File: src/rtl/mem_port_arbiter_if.sv
// Bundle between the core array, the round-robin arbiter and the shared data memory.
// The slave modport is the arbiter side; the master modport is the cores plus memory.
interface mem_port_arbiter_if #(
    parameter int NUM_CORES = 4,
    parameter int ADDR_W    = 16,
    parameter int DATA_W    = 16
);
    localparam int GW = (NUM_CORES > 1) ? $clog2(NUM_CORES) : 1;

    logic [NUM_CORES-1:0][1:0]        core_memcontrol;
    logic [NUM_CORES-1:0][ADDR_W-1:0] core_addr;
    logic [NUM_CORES-1:0][DATA_W-1:0] core_wdata;
    logic [NUM_CORES-1:0][DATA_W-1:0] core_rdata;
    logic [NUM_CORES-1:0]             core_ack;
    logic [ADDR_W-1:0]                mem_addr;
    logic [DATA_W-1:0]                mem_wdata;
    logic                             mem_re;
    logic                             mem_we;
    logic [DATA_W-1:0]                mem_rdata;
    logic [GW-1:0]                    grant_id;
    logic                             busy;

    modport slave (
        input  core_memcontrol, core_addr, core_wdata, mem_rdata,
        output core_rdata, core_ack, mem_addr, mem_wdata, mem_re, mem_we, grant_id, busy
    );

    modport master (
        output core_memcontrol, core_addr, core_wdata, mem_rdata,
        input  core_rdata, core_ack, mem_addr, mem_wdata, mem_re, mem_we, grant_id, busy
    );
endinterface

File: src/rtl/mem_port_arbiter.sv
// Round-robin arbiter serialising per-core read/write requests onto one data memory port.
// Each transaction walks IDLE -> ISSUE -> WAIT (MEM_LAT cycles) -> ACK.
module mem_port_arbiter #(
    parameter int NUM_CORES = 4,
    parameter int ADDR_W    = 16,
    parameter int DATA_W    = 16,
    parameter int MEM_LAT   = 1
) (
    input logic               clk,
    input logic               rst,
    mem_port_arbiter_if.slave bus
);
    localparam int GW = (NUM_CORES > 1) ? $clog2(NUM_CORES) : 1;
    localparam int CW = (MEM_LAT > 1) ? $clog2(MEM_LAT) : 1;

    typedef enum logic [1:0] {IDLE, ISSUE, WAIT, ACK} state_t;

    state_t                           state, state_nxt;
    logic [GW-1:0]                    last_grant, grant_q, pick_idx, cand;
    logic                             pick_vld;
    logic                             op_wr;
    logic [CW-1:0]                    cnt;
    logic [ADDR_W-1:0]                addr_q;
    logic [DATA_W-1:0]                wdata_q;
    logic [NUM_CORES-1:0][DATA_W-1:0] rdata_q;
    logic [NUM_CORES-1:0]             req;
    logic [NUM_CORES-1:0]             ack;

    function automatic logic [GW-1:0] wrap_idx(input logic [GW-1:0] base, input int off);
        int s;
        s = int'(base) + off;
        if (s >= NUM_CORES) s = s - NUM_CORES;
        return GW'(s);
    endfunction

    // 11 is reserved and deliberately not treated as a request
    for (genvar i = 0; i < NUM_CORES; i++) begin : g_req
        assign req[i] = (bus.core_memcontrol[i] == 2'b01) || (bus.core_memcontrol[i] == 2'b10);
    end

    // Scan farthest-to-nearest so the core closest after last_grant wins
    always_comb begin
        pick_vld = 1'b0;
        pick_idx = '0;
        cand     = '0;
        for (int off = NUM_CORES; off >= 1; off--) begin
            cand = wrap_idx(last_grant, off);
            if (req[cand]) begin
                pick_vld = 1'b1;
                pick_idx = cand;
            end
        end
    end

    always_comb begin
        state_nxt = state;
        ack       = '0;
        unique case (state)
            IDLE:    if (pick_vld) state_nxt = ISSUE;
            ISSUE:   state_nxt = WAIT;
            WAIT:    if (cnt == '0) state_nxt = ACK;
            ACK: begin
                ack[grant_q] = 1'b1;
                state_nxt    = IDLE;
            end
            default: state_nxt = IDLE;
        endcase
    end

    always_ff @(posedge clk) begin
        if (rst) begin
            state      <= IDLE;
            last_grant <= GW'(NUM_CORES - 1);
            grant_q    <= '0;
            addr_q     <= '0;
            wdata_q    <= '0;
            op_wr      <= 1'b0;
            cnt        <= '0;
            rdata_q    <= '0;
        end else begin
            state <= state_nxt;
            case (state)
                IDLE: if (pick_vld) begin
                    grant_q    <= pick_idx;
                    last_grant <= pick_idx;
                    addr_q     <= bus.core_addr[pick_idx];
                    wdata_q    <= bus.core_wdata[pick_idx];
                    op_wr      <= (bus.core_memcontrol[pick_idx] == 2'b10);
                end
                ISSUE: cnt <= CW'(MEM_LAT - 1);
                WAIT: begin
                    if (cnt == '0) begin
                        if (!op_wr) rdata_q[grant_q] <= bus.mem_rdata;
                    end else begin
                        cnt <= cnt - 1'b1;
                    end
                end
                default: ;
            endcase
        end
    end

    assign bus.mem_re     = (state == ISSUE) && !op_wr;
    assign bus.mem_we     = (state == ISSUE) && op_wr;
    assign bus.busy       = (state != IDLE);
    assign bus.core_ack   = ack;
    assign bus.core_rdata = rdata_q;
    assign bus.mem_addr   = addr_q;
    assign bus.mem_wdata  = wdata_q;
    assign bus.grant_id   = grant_q;
endmodule
File: src/flat_wrapper.sv
// flat-port wrapper written by rule: the top's interface ports become plain ports
module mem_port_arbiter_flat 
#(
    parameter int NUM_CORES = 4,
    parameter int ADDR_W    = 16,
    parameter int DATA_W    = 16,
    parameter int MEM_LAT   = 1
)
  (clk, rst, bus_core_memcontrol, bus_core_addr, bus_core_wdata, bus_mem_rdata, bus_core_rdata, bus_core_ack, bus_mem_addr, bus_mem_wdata, bus_mem_re, bus_mem_we, bus_grant_id, bus_busy);
  mem_port_arbiter_if #(.NUM_CORES(NUM_CORES), .ADDR_W(ADDR_W), .DATA_W(DATA_W)) bus_i ();
  input logic clk;
  input logic rst;
  input wire logic [$bits(bus_i.core_memcontrol)-1:0] bus_core_memcontrol;
  input wire logic [$bits(bus_i.core_addr)-1:0] bus_core_addr;
  input wire logic [$bits(bus_i.core_wdata)-1:0] bus_core_wdata;
  input wire logic [$bits(bus_i.mem_rdata)-1:0] bus_mem_rdata;
  output wire logic [$bits(bus_i.core_rdata)-1:0] bus_core_rdata;
  output wire logic [$bits(bus_i.core_ack)-1:0] bus_core_ack;
  output wire logic [$bits(bus_i.mem_addr)-1:0] bus_mem_addr;
  output wire logic [$bits(bus_i.mem_wdata)-1:0] bus_mem_wdata;
  output wire logic [$bits(bus_i.mem_re)-1:0] bus_mem_re;
  output wire logic [$bits(bus_i.mem_we)-1:0] bus_mem_we;
  output wire logic [$bits(bus_i.grant_id)-1:0] bus_grant_id;
  output wire logic [$bits(bus_i.busy)-1:0] bus_busy;
  assign bus_i.core_memcontrol = bus_core_memcontrol;
  assign bus_i.core_addr = bus_core_addr;
  assign bus_i.core_wdata = bus_core_wdata;
  assign bus_i.mem_rdata = bus_mem_rdata;
  assign bus_core_rdata = bus_i.core_rdata;
  assign bus_core_ack = bus_i.core_ack;
  assign bus_mem_addr = bus_i.mem_addr;
  assign bus_mem_wdata = bus_i.mem_wdata;
  assign bus_mem_re = bus_i.mem_re;
  assign bus_mem_we = bus_i.mem_we;
  assign bus_grant_id = bus_i.grant_id;
  assign bus_busy = bus_i.busy;
  mem_port_arbiter #(.NUM_CORES(NUM_CORES), .ADDR_W(ADDR_W), .DATA_W(DATA_W), .MEM_LAT(MEM_LAT)) u_core (.clk(clk), .rst(rst), .bus(bus_i));
endmodule
File: config.mk
export PLATFORM = sky130hd
export DESIGN_NAME = mem_port_arbiter_flat
export DESIGN_NICKNAME = d
export VERILOG_FILES = /design/src/rtl/mem_port_arbiter_if.sv /design/src/rtl/mem_port_arbiter.sv /design/src/flat_wrapper.sv
export SDC_FILE = /design/constraint.sdc
export NUM_CORES = 1
export LEC_CHECK = 0
export BUFFER_PORTS_ARGS = -buffer_cell sky130_fd_sc_hd__buf_4
export CAP_MARGIN = 20
export CORE_ASPECT_RATIO = 0.8
export CORE_MARGIN = 2
export CORE_UTILIZATION = 40
export DETAILED_ROUTE_END_ITERATION = 8
export PLACE_DENSITY_LB_ADDON = 0.1
export SLEW_MARGIN = 20
export SYNTH_ARGS = -nofsm -noshare
export SYNTH_HDL_FRONTEND = slang
export SYNTH_SLANG_ARGS = --single-unit
File: constraint.sdc
create_clock -name clk -period 5.1 [get_ports clk]
set_clock_uncertainty 0.2 [all_clocks]
set_input_delay 1.02 -clock clk [delete_from_list [all_inputs] [get_ports clk]]
set_output_delay 1.02 -clock clk [all_outputs]
set_load 0.02 [all_outputs]
# Word-level counts from Yosys, hierarchy flattened
# Index checks and enable logic that the tools add are counted.
# W data, S select, Z words.
[word_totals]
elab_cells = 98
in_bits = 154
output_inout_bits = 105
register_bits = 104
[classes]
reduce_logical = 14
eq_ne = 14
order_cmp = 11
add_sub_neg = 9
n_bitwise = 2
muxes = 37
[op_table]
columns = ["op", "count"]
rows = [
  ["$bmux W16 S2", 2],
  ["$bwmux W64", 1],
  ["$mux W16", 3],
  ["$demux W16 S2", 1],
  ["$mux W2", 11],
  ["$lt A2 B3 Y1 const B", 6],
  ["$eq A2 B2 Y1 const B", 7],
  ["$eq A2 B1 Y1 const B", 5],
  ["$mux W1", 10],
  ["$ge A3 B3 Y1 const B", 3],
  ["$bmux W1 S2", 4],
  ["$pmux W2 S4", 1],
  ["$sub A2 B1 Y2 const B", 4],
  ["$add A2 B2 Y3 const B", 2],
  ["$add A2 B3 Y4 const B", 1],
  ["$bmux W2 S2", 1],
  ["$ge A4 B3 Y1 const B", 1],
  ["$logic_or A1 B1 Y1", 4],
  ["$mux W4", 1],
  ["$reduce_and A2 Y1", 2],
  ["$reduce_bool A2 Y1", 2],
  ["$add A2 B1 Y3 const B", 1],
  ["$logic_and A1 B1 Y1", 3],
  ["$reduce_and A3 Y1", 1],
  ["9 further kinds", 10],
]

# Logic depth before layout (Yosys ltp)
# Gate-level depths: netlist (run 1).
[logic_depth]
word_depth = 12
ltp_mapped = 9
mapped_depth_nobuf = 7

# Worst setup path before layout (run 1)
# Ideal clock, no wire load.
[synth_path]
path_type = "input to register"
from = "in bus_core_memcontrol[2]"
to = "reg u_core.addr_q[10], in the netlist u_core.bus.mem_addr[10]"
n_path_buf = 2
t_required_ns = 4.783
slack_ns = 2.396
stages = 7
arrival_ns = 2.387
setup_time_ns = 0.117
path_cell_list = "xor2_1 or2_2 o21a_2 nor2b_1 clkbuf_1 buf_2 a32o_1"
[synth_between]
elab_chain_cells = 10
word_cells_on_any_way = 22
classes_between = "eq/ne: 2; mux: 18; reduce/logical: 2"
[synth_rtl]
columns = ["item", "line_no", "source"]
rows = [
  ["start, declared", "flat_wrapper.sv:13", "input wire logic [$bits(bus_i.core_memcontrol)-1:0] bus_core_memcontrol;"],
  ["$eq A2 B1 Y1 or $eq A2 B2 Y1 (tied branches)", "mem_port_arbiter.sv:38", "assign req[i] = (bus.core_memcontrol[i] == 2'b01) || (bus.core_memcontrol[i] == 2'b10);"],
  ["$logic_or A1 B1 Y1 (*)", "mem_port_arbiter.sv:38", ""],
  ["$bmux W1 S2", "mem_port_arbiter.sv:48", "if (req[cand]) begin"],
  ["$mux W1 (not written as such)", "mem_port_arbiter.sv:48", ""],
  ["$mux W2 (4 in a row)", "mem_port_arbiter.sv:48", ""],
  ["$bmux W16 S2", "mem_port_arbiter.sv:86", "addr_q <= bus.core_addr[pick_idx];"],
  ["$mux W16 (not written as such)", "mem_port_arbiter.sv:86", ""],
  ["end signal, assigned", "mem_port_arbiter.sv:86", ""],
  ["end, declared", "mem_port_arbiter.sv:23", "logic [ADDR_W-1:0] addr_q;"],
]
# Mark *: on every way between the ends. The rest lies on a longest branch, timed or not. The select of a mux whose other input is x is not followed.
# A chain may end at the register's enable or synchronous reset.

# Worst setup path in the final report (run 1)
[layout_path]
from = "in bus_core_memcontrol[2]"
to = "reg u_core.wdata_q[1], in the netlist u_core.bus.mem_wdata[1]"
[layout_between]
elab_chain_cells = 10
word_cells_on_any_way = 22
classes_between = "eq/ne: 2; mux: 18; reduce/logical: 2"
[layout_rtl]
columns = ["item", "line_no", "source"]
rows = [
  ["$eq A2 B1 Y1 or $eq A2 B2 Y1 (tied branches)", "mem_port_arbiter.sv:38", ""],
  ["$logic_or A1 B1 Y1 (*)", "mem_port_arbiter.sv:38", ""],
  ["$bmux W1 S2", "mem_port_arbiter.sv:48", ""],
  ["$mux W1 (not written as such)", "mem_port_arbiter.sv:48", ""],
  ["$mux W2 (4 in a row)", "mem_port_arbiter.sv:48", ""],
  ["$bmux W16 S2", "mem_port_arbiter.sv:87", "wdata_q <= bus.core_wdata[pick_idx];"],
  ["$mux W16 (not written as such)", "mem_port_arbiter.sv:87", ""],
  ["end signal, assigned", "mem_port_arbiter.sv:87", ""],
  ["end, declared", "mem_port_arbiter.sv:24", "logic [DATA_W-1:0] wdata_q;"],
]
# Marked as above.

==> results of run 1 <==
metal layers:
| metal | share of wire [%] | global-route usage, % |
|---|---|---|
| met4 | 2.5 | 8.74 |
| met2 | 48 | 40.5 |
| met1 | 42 | 31.2 |
| met3 | 8.0 | 6.65 |
| met5 | 0.075 | 0 |
registers in the layout, summed over array words and instances (netlist names):
signal and cells:
u_core.bus.core_rdata 64, u_core.last_grant 2, u_core.bus.grant_id 2, u_core.bus.mem_wdata 16, u_core.bus.mem_addr 16, u_core.state 2
u_core.op_wr 1
power groups by stage:
stage               sequential [W]  combinational, W  clock [W]
floorplan                  0.00127          0.000808          0
global placement           0.00111           0.00150          0
detailed placement         0.00112           0.00152          0
CTS                        0.00110           0.00153   0.000758
global route               0.00113           0.00165   0.000790
finish                     0.00111           0.00153   0.000742
cells by family (layout without fill, tap and decap cells):
group                      count (synthesis)  after routing  share of synthesized area [%]
AOI/OAI and AO/OA                        216            216                           31.2
DFF                                      103            103                           40.1
buffers and inverters                    129            351                           10.1
xor gates and xnor gates                   6              6                           1.31
muxes                                      2              2                          0.389
and+or+nand+nor                          200            200                           15.7
adders and majority gates                  5              5                           1.22
worst paths after layout:
path / endpoint / cells after the start / start
setup / recovery: u_core.bus.mem_wdata[1] / 8 / bus_core_memcontrol[2]
setup reg to reg: u_core.bus.mem_wdata[1] / 7 / u_core.last_grant[1]
hold / removal: u_core.bus.core_rdata[0] / 2 / u_core.bus.core_rdata[0]
hold reg to reg: u_core.bus.core_rdata[0] / 2 / u_core.bus.core_rdata[0]
stage by stage:
stage	std cells	hold slack [ps]	cell area [sq um]	power, W
after floorplan	661	305	5140	0.00208
after global placement	1042	243	7110	0.00261
after detailed placement	1042	248	7110	0.00264
after CTS	1058	259	7430	0.00339
after global routing	1058	273	7440	0.00357
final	1058	259	7440	0.00338
layout make-up:
type	instances	area share [%]
Tap cell	175	2.94
Inverter	69	3.48
Multi-Input combinational cell	429	34.7
Sequential cell	103	27.7
Timing Repair Buffer	266	26.8
Clock buffer	9	3.03
Clock inverter	7	1.34
worst max-delay path, stage by stage:
cell and delay (ps):
buf_4 120, xnor2_1 340, o21a_1 160, buf_4 360, o21a_2 790, buf_4 380
o221ai_1 160, a32o_1 320
placed cells by master, fill, tap and decap left out, drive strengths merged, types with 2 or more instances in the layout:
cell | Yosys | layout
o21ai | 3 | 3
dfxtp | 103 | 103
inv | 69 | 72
nand2b | 4 | 4
or3 | 3 | 3
a32o | 32 | 32
clkbuf | 36 | 9
a21o | 2 | 2
o211ai | 65 | 65
o221ai | 34 | 34
a211oi | 3 | 3
xnor2 | 3 | 3
o21a | 3 | 3
xor2 | 3 | 3
and2 | 3 | 3
nor3 | 2 | 2
a311oi | 2 | 2
clkinv | 0 | 3
a21oi | 67 | 67
buf | 24 | 266
nand2 | 166 | 166
ha | 5 | 5
nor2 | 13 | 13
mux2i | 2 | 2
nor2b | 3 | 3
and3 | 2 | 2
==> results.cfg, run 1 <==
[power_and_ir_drop]
internal-power_w = 0.00200
power_density_nw_per_um2 = 454
switchingPower_w = 0.00138
p_leak_nw = 3.32
pwr-share-comb_pct = 45.3
vdd_drop_max_mv = 0.187
swShare_pct = 40.9
seq_power_share_pct = 32.7
clkPwrFrac_pct = 22.0

[synthesis]
syn_area_per_cell_sq_um = 7.78
netlist.area_leader.share_pct = 40.1
synth_seq_cells = 103
ys_seq_area_share_pct = 40.1
synth-edff-count = 0
syn-num-nets = 820
synth-main-ff-cell = dfxtp_1
synth.distinct_cells = 40
synth_common_cells = 165 x nand2_1, 103 x dfxtp_1, 69 x inv_1
yosysWarnings = 0
synth_cells = 661
synth.cell_area_sq_um = 5140
async_reset_ff_share_pct = 0
yosysTopAreaCell = dfxtp_1
synth.area.top_cells = dfxtp_1 40%, nand2_1 12%, o211ai_1 9.5%
yosysMostFrequentCell = nand2_1

[setup_path]
crit_path_max_fanout = 44
worstSetupPathType = in2reg
cp_data_arrival_time_ps = 3690
reg2reg_slack_ps = 1910
crit_path_end_kind = register
start_kind = primary input
crit_required_ps = 5140

[floorplan]
start_util_pct = 40.5
ios = 259
rows = 37
die_area_sq_um = 13800
core_region_area_sq_um = 12700
fp.dieH_um = 105
dieWidth_um = 131

[sta]
tightest_slew_ps = 867
relSlewSlack_pct = 42.2
setup_slack_ps = 1450
period_share_pct = 71.5
final_hold_viol_count = 0
tns_ps = 0
drv_slew = 0
period_minus_slack_ps = 3650
rsz0062_at_grt = false
fmax_mhz = 274
setup_viol = 0

[global_routing]
overflow = 0
grt_antenna_before_repair = 1
grt_max_degree = 76
grt_util_all_layers_pct = 24.7
grt_pass1_wl_um = 27100
grt_pass1_vias = 5495

[run_status]
outcome = completed

[worst_hold_path]
hp-class = reg2reg

[clocking]
cts_sinks = 103
worstSkewPairLatency_ps = 350
clk_pin_slew_ps = 80
cts-resized-gates = 0
root_buffer = clkbuf_16
post_cts_buffers = 0
cts_buffer_depth = 2
cts_tree = yes
cts_buffers = 9
cts_hold_buf = 0
htreeDepth = 3

[routing]
viasPerCell = 5.39
vias = 5704
ant_nets = 0
wl_um = 17400
first_pass_iters = 5
drt_iter0_drc = 401
routedWlPerCell_um = 16.5
route.detailed.drc = 0

[placed_design]
hpwlAfterDp_um = 12500
gp_congestion = 0.882
pre_cts_ws_ps = 1120
io_buffers = 258

[final_layout]
final-seq-area_sq_um = 2060
nets = 1037
utilization_pct = 58.7
multi_input_comb_area_sq_um = 2580
drive_above_1_share_pct = 33.5
synthToLayoutAreaGrowth_pct = 44.7
diodes = 0
n_fill_cell = 1174

[flow_run]
max_cap_viol_count = 0
No activity file was read; power rests on OpenSTA's default activity.
==> run 2: changes to the inputs <==
ABC_AREA = 1   (was not set)
clock period = 3.4 ns   (was 5.1 ns; I/O delays follow)
==> run 2 against run 1 <==
Against the previous run:
- critical path depth shrank 1
- wire length grew 3.0%
- sequential share of layout area shrank 2.2 points
- final cell count grew 29%
- sequential power grew 50%
- flip-flop and latch count is the same
- non-clock buffer count grew 2
- cell area grew 8.7%
- combinational power grew to 2.6 times the previous value
- total power grew 99%
- largest power group unchanged
==> results.cfg, run 2 <==
[run_status]
outcome = completed

[final_layout]
final-seq-area_sq_um = 2060
multi_input_comb_area_sq_um = 2740
final_cells = 1365
diodes = 0
final_common_cell = buf_4
drive_above_1_share_pct = 26.2
synthToLayoutAreaGrowth_pct = 39.5
mostFrequentLayoutCells = 264 x buf_4, 201 x nor2_1, 186 x inv_1
largest_reg_flops = 64
n_fill_cell = 1475
nets = 1336

[sta]
timing.hold.ws_ps = 316
relSlewSlack_pct = 33.5
setup_viol = 0
rsz0062_at_grt = false
final_hold_viol_count = 0
period_minus_slack_ps = 2670
fmax_mhz = 374
period_share_pct = 78.5
tightest_slew_ps = 994
drv_slew = 0
tns_ps = 0

[synthesis]
syn_area_per_cell_sq_um = 6.09
yosysTopAreaCell = dfxtp_1
syn-num-nets = 1111
netlist.area_leader.share_pct = 35.6
synth_cells = 952
async_reset_ff_share_pct = 0
synth_common_cells = 201 x nor2_1, 186 x inv_1, 162 x nand3_1
ys_seq_area_share_pct = 35.6
synth.cell_area_sq_um = 5800
synth-main-ff-cell = dfxtp_1
synth-edff-count = 0
yosysWarnings = 0
synth.area.top_cells = dfxtp_1 36%, nand3_1 14%, nor2_1 13%
synth.distinct_cells = 22
yosysMostFrequentCell = nor2_1
synth_seq_cells = 103

[setup_path]
cp_data_arrival_time_ps = 2700
crit_path_max_fanout = 17
crit_required_ps = 3430
cp_common_cell = nor2_1
cpPeakStageDelay_ps = 780
cpLargestDelayFamily = simple AND/OR/NAND/NOR gates
crit_path_end_kind = register
cp_num_buf_inv = 2
slowest_stage = nor2_1
start_kind = register
cp_cell_sequence = inv_1 > ha_1 > nand2_1 > nor2_1 > inv_1 > nor2_1 > nor2_1
worstSetupPathType = reg2reg

[global_routing]
grt_pass1_wl_um = 30000
grtUsageMet3_pct = 5.03
grt_util_all_layers_pct = 23.2
use_met2_pct = 36.3
grt-busiest-layer = met2
grt_max_degree = 68
grt_antenna_before_repair = 0
met1_usage_pct = 32.7
overflow = 0
grt_pass1_vias = 5918

[clocking]
worstSkewPairLatency_ps = 340
cts_sinks = 103
cts_hold_buf = 0
cts_buffers = 9
cts_tree = yes
cts-resized-gates = 0
clk_pin_slew_ps = 80
post_cts_buffers = 0
cts_buffer_depth = 2
root_buffer = clkbuf_16
htreeDepth = 3

[routing]
routedWlPerCell_um = 13.2
viasPerCell = 4.69
wl_um = 18000
route.detailed.drc = 0
ant_nets = 0
vias = 6404
first_pass_iters = 5
drt_iter0_drc = 396

[power_and_ir_drop]
internal-power_w = 0.00347
power_density_nw_per_um2 = 829
switchingPower_w = 0.00324
clkPwrFrac_pct = 15.0
p_leak_nw = 4.75
vdd_drop_max_mv = 0.719
swShare_pct = 48.3
seq_power_share_pct = 24.9
pwr-share-comb_pct = 60.1

[placed_design]
hpwlAfterDp_um = 12600
dp.cells = 1350
io_buffers = 258
gp_congestion = 0.823

[floorplan]
ios = 259
fp.dieH_um = 112
core_region_area_sq_um = 14200
die_area_sq_um = 15500
rows = 39
start_util_pct = 40.8
dieWidth_um = 139

[worst_hold_path]
hp-class = reg2reg

[flow_run]
max_cap_viol_count = 0
run 2: changes by cell type in the layout (fill, tap and decap cells not counted), moves of 4 or more:
cell      delta
nand2b_1     -4
nand2_1     -28
o211ai_1    -63
a32o_1      -32
nand2_2      +4
inv_1      +117
nand3_2     +13
a21oi_1     -61
o21ai_0     +62
nand3_1    +161
o221ai_1    -34
nor2_1     +190
buf_12       +4
run 2: cell type report:
cell class,instances,area share [%]
Inverter,190,8.85
Multi-Input combinational cell,605,33.9
Timing Repair Buffer,268,25.5
Tap cell,184,2.85
Clock buffer,9,2.78
Clock inverter,6,0.681
Sequential cell,103,25.5
run 2: final timing paths:
kind / from / endpoint / slack [ps] / cells past startpoint
worst min register to register: u_core.bus.core_rdata[11] / u_core.bus.core_rdata[11] / 320 / 2
worst max register to register: u_core.state[0] / u_core.bus.core_rdata[51] / 730 / 7
worst min-delay path: u_core.bus.core_rdata[11] / u_core.bus.core_rdata[11] / 320 / 2
worst max-delay path: u_core.state[0] / u_core.bus.core_rdata[51] / 730 / 7
run 2: layer usage:
| layer | wire (um) | vias to the layer above |
|---|---|---|
| li1 | - | 3340 |
| met1 | 8530 | 2843 |
| met2 | 7880 | 204 |
| met3 | 1300 | 17 |
| met4 | 244 | 0 |
| met5 | 0 | - |
run 2: metrics by stage:
stage / total power [W] / utilization [%] / area, sq um / setup slack (ps)
finish: 0.00671 / 57.0 / 8090 / 730
global route: 0.00730 / 57.0 / 8090 / 386
CTS: 0.00675 / 57.0 / 8090 / 717
detailed placement: 0.00573 / 55.0 / 7810 / 711
global placement: 0.00571 / 55.0 / 7810 / 738
floorplan: 0.00460 / - / 5800 / 1250
run 2: cells by family (layout without fill, tap and decap cells):
logic type      after synthesis  in the layout  share of synthesized area (%)
flops                       103            103                           35.6
buf+inv                     244            473                           17.5
compound gates               74             74                           6.54
fa+ha+maj                     5              5                           1.08
simple gates                526            526                           39.4
run 2: power by group through the flow:
stage               registers [W]  logic (W)  clock network [W]
detailed placement        0.00170    0.00404                  0
global placement          0.00169    0.00402                  0
floorplan                 0.00197    0.00263                  0
finish                    0.00167    0.00403            0.00101
global route              0.00171    0.00451            0.00108
CTS                       0.00167    0.00405            0.00103
run 2: worst reg2reg max path, cell delays in order, from the launching register on:
cell     delay [ps]
dfxtp_1         350
inv_1           120
ha_1            170
nand2_1         130
nor2_1          780
inv_1           540
nor2_1          230
nor2_1           60
